===== src/rtl/fetch_hazard_controller.sv =====
// Fetch-stage pipeline control: drives PC / IF/ID / ID/EX enables for branch redirects,
// load-use stalls and instruction-memory wait states, with a fetch-timeout watchdog.
//
// state | meaning
// BOOT  | first cycle after reset; pipe is flushed, PC held
// RUN   | normal fetch, no outstanding memory wait
// WAIT  | instruction memory not ready on the previous cycle(s)
// HALT  | fetch timed out; NOPs drain the pipe until reset
module fetch_hazard_controller #(
    parameter int TIMEOUT = 15,
    parameter int CW      = 4
) (
    input  logic        Clk,
    input  logic        Reset_n,
    input  logic        PCSrc,
    input  logic        IMemReady,
    input  logic [4:0]  ID_Rs,
    input  logic [4:0]  ID_Rt,
    input  logic        ID_UsesRt,
    input  logic        EX_MemRead,
    input  logic [4:0]  EX_Rt,
    output logic        PCWrite,
    output logic        IFIDWrite,
    output logic        IFIDFlush,
    output logic        IDEXBubble,
    output logic        Fault,
    output logic [15:0] StallCount,
    output logic [15:0] FlushCount
);

    typedef enum logic [1:0] {
        BOOT = 2'd0,
        RUN  = 2'd1,
        WAIT = 2'd2,
        HALT = 2'd3
    } state_t;

    localparam logic [CW-1:0] WAIT_LAST = CW'(TIMEOUT - 1);
    localparam logic [15:0]   CNT_MAX   = 16'hFFFF;

    state_t        state_q, state_d;
    logic [CW-1:0] wait_cnt_q, wait_cnt_d;
    logic          fault_q, fault_d;
    logic [15:0]   stall_cnt_q, stall_cnt_d;
    logic [15:0]   flush_cnt_q, flush_cnt_d;
    logic [3:0]    en_vec;
    logic          hz;

    assign hz = EX_MemRead && (EX_Rt != 5'd0) &&
                ((EX_Rt == ID_Rs) || (ID_UsesRt && (EX_Rt == ID_Rt)));

    always_comb begin
        state_d     = state_q;
        wait_cnt_d  = wait_cnt_q;
        fault_d     = fault_q;
        stall_cnt_d = stall_cnt_q;
        flush_cnt_d = flush_cnt_q;
        en_vec      = 4'b0000;

        case (state_q)
            BOOT: begin
                en_vec  = 4'b0011;
                state_d = RUN;
            end
            HALT: begin
                en_vec = 4'b0110;
            end
            RUN, WAIT: begin
                if (PCSrc) begin
                    // redirect overrides stall and wait; the wrong-path fetch is flushed
                    en_vec     = 4'b1111;
                    wait_cnt_d = '0;
                    state_d    = RUN;
                    if (flush_cnt_q != CNT_MAX)
                        flush_cnt_d = flush_cnt_q + 16'd1;
                end else begin
                    if (hz) begin
                        en_vec = 4'b0001;
                        if (stall_cnt_q != CNT_MAX)
                            stall_cnt_d = stall_cnt_q + 16'd1;
                    end else if (!IMemReady) begin
                        en_vec = 4'b0110;
                    end else begin
                        en_vec = 4'b1100;
                    end

                    // not-ready cycles count toward the timeout even under a stall
                    if (!IMemReady) begin
                        if (wait_cnt_q == WAIT_LAST) begin
                            state_d = HALT;
                            fault_d = 1'b1;
                        end else begin
                            wait_cnt_d = wait_cnt_q + CW'(1);
                            state_d    = WAIT;
                        end
                    end else begin
                        wait_cnt_d = '0;
                        state_d    = RUN;
                    end
                end
            end
            default: begin
                state_d = BOOT;
            end
        endcase
    end

    always_ff @(posedge Clk or negedge Reset_n) begin
        if (!Reset_n) begin
            state_q     <= BOOT;
            wait_cnt_q  <= '0;
            fault_q     <= 1'b0;
            stall_cnt_q <= 16'd0;
            flush_cnt_q <= 16'd0;
        end else begin
            state_q     <= state_d;
            wait_cnt_q  <= wait_cnt_d;
            fault_q     <= fault_d;
            stall_cnt_q <= stall_cnt_d;
            flush_cnt_q <= flush_cnt_d;
        end
    end

    assign {PCWrite, IFIDWrite, IFIDFlush, IDEXBubble} = en_vec;
    assign Fault      = fault_q;
    assign StallCount = stall_cnt_q;
    assign FlushCount = flush_cnt_q;

endmodule


===== config.mk =====
export PLATFORM = sky130hd
export DESIGN_NAME = fetch_hazard_controller
export DESIGN_NICKNAME = d
export VERILOG_FILES = /design/src/rtl/fetch_hazard_controller.sv
export SDC_FILE = /design/constraint.sdc
export NUM_CORES = 1
export LEC_CHECK = 0
export ABC_AREA = 0
export CAP_MARGIN = 20
export CORE_MARGIN = 1.5
export CORE_UTILIZATION = 38
export CTS_CLUSTER_DIAMETER = 80
export CTS_CLUSTER_SIZE = 25
export DETAILED_ROUTE_END_ITERATION = 16
export PLACE_DENSITY = 0.73
export SLEW_MARGIN = 40
export SYNTH_ARGS = -nofsm -noshare
export SYNTH_HDL_FRONTEND = slang
export SYNTH_SLANG_ARGS = --single-unit

===== constraint.sdc =====
create_clock -name Clk -period 4 [get_ports Clk]
set_clock_uncertainty 0.15 [all_clocks]
set_input_delay 1 -clock Clk [delete_from_list [all_inputs] [get_ports Clk]]
set_output_delay 1 -clock Clk [all_outputs]
set_load 0.1 [all_outputs]

==> summary.md, run 1 <==
| Metric | Value |
|---|---|
| Top FF cell, synth | dfrtp_1 |
| Ant diodes | 0 |
| Area leader, netlist | dfrtp_1 |
| Hold Violations, Final | 0 |
| Worst-Margin Slew | between 0.7 and 0.8 ns |
| Htree depth | 2 |
| Status | finished, final reports clean |
| Synth top cells by count | 39 x dfrtp_1, 34 x xnor2_1, 21 x nand2_1 |
| Max-Cap Viols | 0 |
| Min-Delay Path Class | reg -> reg |
| Synth warnings | 0 |
| PD cells | 250 mW/mm2 |
| Fin Hold WS | 0.319 ns |
| Placer congestion estimate | around 0.76 |
| Number of synthesized register bits | 39 |
| Worst-path cell chain | clkdlybuf4s50_1, or4_4, o21ai_4, nor2b_1, buf_4, o311ai_4, buf_12 |
| Buffer depth of the longest clock path | 2 |
| # DRC | 0 |
| CP max-delay cell | or4_4 |
| Fin crit share | 98.9% |
| Synth Area per Inst | 9.96 um2 |
| Crit path DAT | 2.80 ns |
| Ys async rst share | 100% |
| Fmax | 253 MHz |
| Top cell type's share of synthesized area | 45.6% |
| Fin worst setup slack | 0.0454 ns |
| Worst-Skew Late Latency | around 0.28 ns |
| Vias | between 1500 and 2000 |
| Buf/Inv on CP | 3 |
| Post-Layout Cell Count | 351 |
| Syn Nets | approximately 240 |
| Number of antenna-violating nets in the routed design | 0 |
| P_leak | 1.31 nW |
| Post-route cell area | 0.00284 mm2 |
| Hpwl dp | about 3.4 mm |
| CP max stage delay | 0.55 ns |
| Final setup violation count | 0 |
| Die Area | 0.00610 mm2 |
| Share of layout cells above drive strength 1 | 23.3% |
| Synth-to-layout area growth | 32.6% |
| Netlist cell types | 35 |
| Drt first pass iters | 4 |
| Post-DR wirelength/cell | 13.0 um |
| EDFF count, synth | 0 |
| DR vias/cell | 5.14 |
| Gr ovfl total | 0 |
| Total Power | 711 uW |
| Worst Path Class, Setup | in -> out |
| Final #Nets | just over 300 |
| Total CTS buffers | 5 |
| Biggest fanout along the worst timing path | 4 |
| Gr usage total | 16.7% |
| Worst slew margin | just over 50% |
| Startpoint types | primary input |
| Most common cell in the netlist | dfrtp_1 |
| Cell Area, Placed | 0.00272 mm2 |
| Top post-synthesis cells by area | dfrtp_1 46%, xnor2_1 14%, nand4_1 5.3% |
| Vias in the first global route | 1822 |
| Initial Util | 39.1% |
| Placed Cells | 344 |
| Critical Path RT | 2.85 ns |
| Core ar. | 0.00547 mm2 |
| Setup crit end kind | output port |
| Initial antenna violation count | 0 |
| DP Worst Slack | 0.00204 ns |
| Fin. max-slew vios | 0 |
| Setup TNS | 0 ns |
| Clk root buf | clkbuf_8 |
| Worst-path clk slew | about 0.07 ns |
| Utilization after layout | 51.9% |
| Routed WL | 4.57 mm |
| Rows | 27 |
| Mapped Cells | ~220 |
| CTS tree | built |
| Filler cells | 530 |
| Post-Syn Area | 0.00214 mm2 |
| Sequential area share after synthesis | 45.6% |
| Tmin final | slightly below 4 ns |
| Die Y-Extent | 78.1 um |
| Die X | 78.1 um |
| TritonCTS Sinks | 39 |
| First-pass GRT wire length | a little over 8 mm |
| Largest net degree at the start of global routing | 40 |
| RSZ-0062 raised after global routing | yes |
| Port Buf Inserts | 57 |
| Num ports | 58 |
| # hold bufs at CTS | 0 |
| VDD IR max | 0.198 mV |
| Crit path max-delay family | buffers and inverters |
| DR iter-0 viols | 122 |
==> layout make-up <==
type	count	area, um2	share of cell area [%]
clock buffers	6	82.6	2.91
clock inverters	1	5.00	0.176
inverters	6	22.5	0.793
multi-input cells	163	1160	41.0
flip-flops and latches	39	976	34.4
well taps	72	90.1	3.17
repair buffers	64	500	17.6
==> layer usage <==
| layer | wire length (um) | vias up | track usage (%) | share of wire, % |
|---|---|---|---|---|
| li1 | - | 884 | - | - |
| met1 | 2070 | 874 | 21.3 | 45 |
| met2 | 2270 | 45 | 27.5 | 50 |
| met3 | 210 | 2 | 4.07 | 4.6 |
| met4 | 17 | 0 | 6.07 | 0.37 |
| met5 | 0 | - | 0 | 0 |
==> cells in the final DEF (no fill, tap or decap), types with 2 or more instances in the layout <==
cell and count:
dfrtp_1 39, xnor2_1 34, buf_2 31, nand2_1 21
clkdlybuf4s50_1 19, nand4_1 18, nand3_1 17, nor2_1 14
buf_4 10, and3_1 9, inv_1 6, ha_1 6
clkbuf_8 6, a21oi_1 5, o21ai_0 4, buf_12 4
nand2b_1 3, and4_1 3, xor2_1 3, o31ai_1 3
mux2_2 3, nor3_2 2, nor4_1 2
==> flip-flops by register name, indices dropped and copies added (netlist names) <==
name        flops
StallCount     16
Fault           1
wait_cnt_q      4
state_q         2
FlushCount     16
==> repair_timing <==
item                                    in CTS  in global routing
hold endpoints to repair                     0                  0
endpoints found under the setup margin       0                  3
setup buffers                                0                  0
gates resized for setup                      0                  4
==> cells by family after synthesis <==
family,count (synthesis),synth area share [%]
AOI/OAI and AO/OA,21,7.13
muxes,4,2.10
buffers and inverters,13,2.80
adders and majority gates,6,3.50
xor gates and xnor gates,37,15.1
and+or+nand+nor,95,23.8
DFF,39,45.6
==> path summary, 6_finish.rpt <==
kind,startpoint,to,slack (ns),depth (start not counted)
max reg2reg,state_q[1]$_DFFE_PN0P_,StallCount[1]$_DFFE_PN0P_,1.26,7
max,EX_Rt[1],IFIDFlush,0.05,7
max in group asynchronous,Reset_n,state_q[1]$_DFFE_PN0P_,2.83,1
min in group asynchronous,Reset_n,FlushCount[6]$_DFFE_PN0P_,0.52,1
min,Fault$_DFFE_PN0P_,Fault$_DFFE_PN0P_,0.32,2
min reg2reg,Fault$_DFFE_PN0P_,Fault$_DFFE_PN0P_,0.32,2
==> worst reg2reg max path: stages, from the launching register on <==
cell      delay (ns)
dfrtp_1         0.37
inv_1           0.05
ha_1            0.53
nand2b_1        0.19
buf_4           0.20
nor3_2          0.60
nand2_1         0.20
mux2_1          0.34
==> report_power, final <==
part	switching (mW)	internal, mW	total [mW]
clock network	0.126	0.135	0.261
registers	0	0.394	0.394
logic	0.0258	0.0307	0.0565
total	0.151	0.560	0.711
No activity file was read; power rests on OpenSTA's default activity.
==> run 2, diff against run 1 <==
Settings changed: ABC_CLOCK_PERIOD_IN_PS set to 4000.
==> results of run 2 <==
No change in the layout: final DEF, timing and power equal those of run 1.
==> run 3, diff against run 2 <==
Settings changed: CTS_CLUSTER_SIZE 25 to 28.
==> results of run 3 <==
No change in the layout: final DEF, timing and power equal those of run 1.
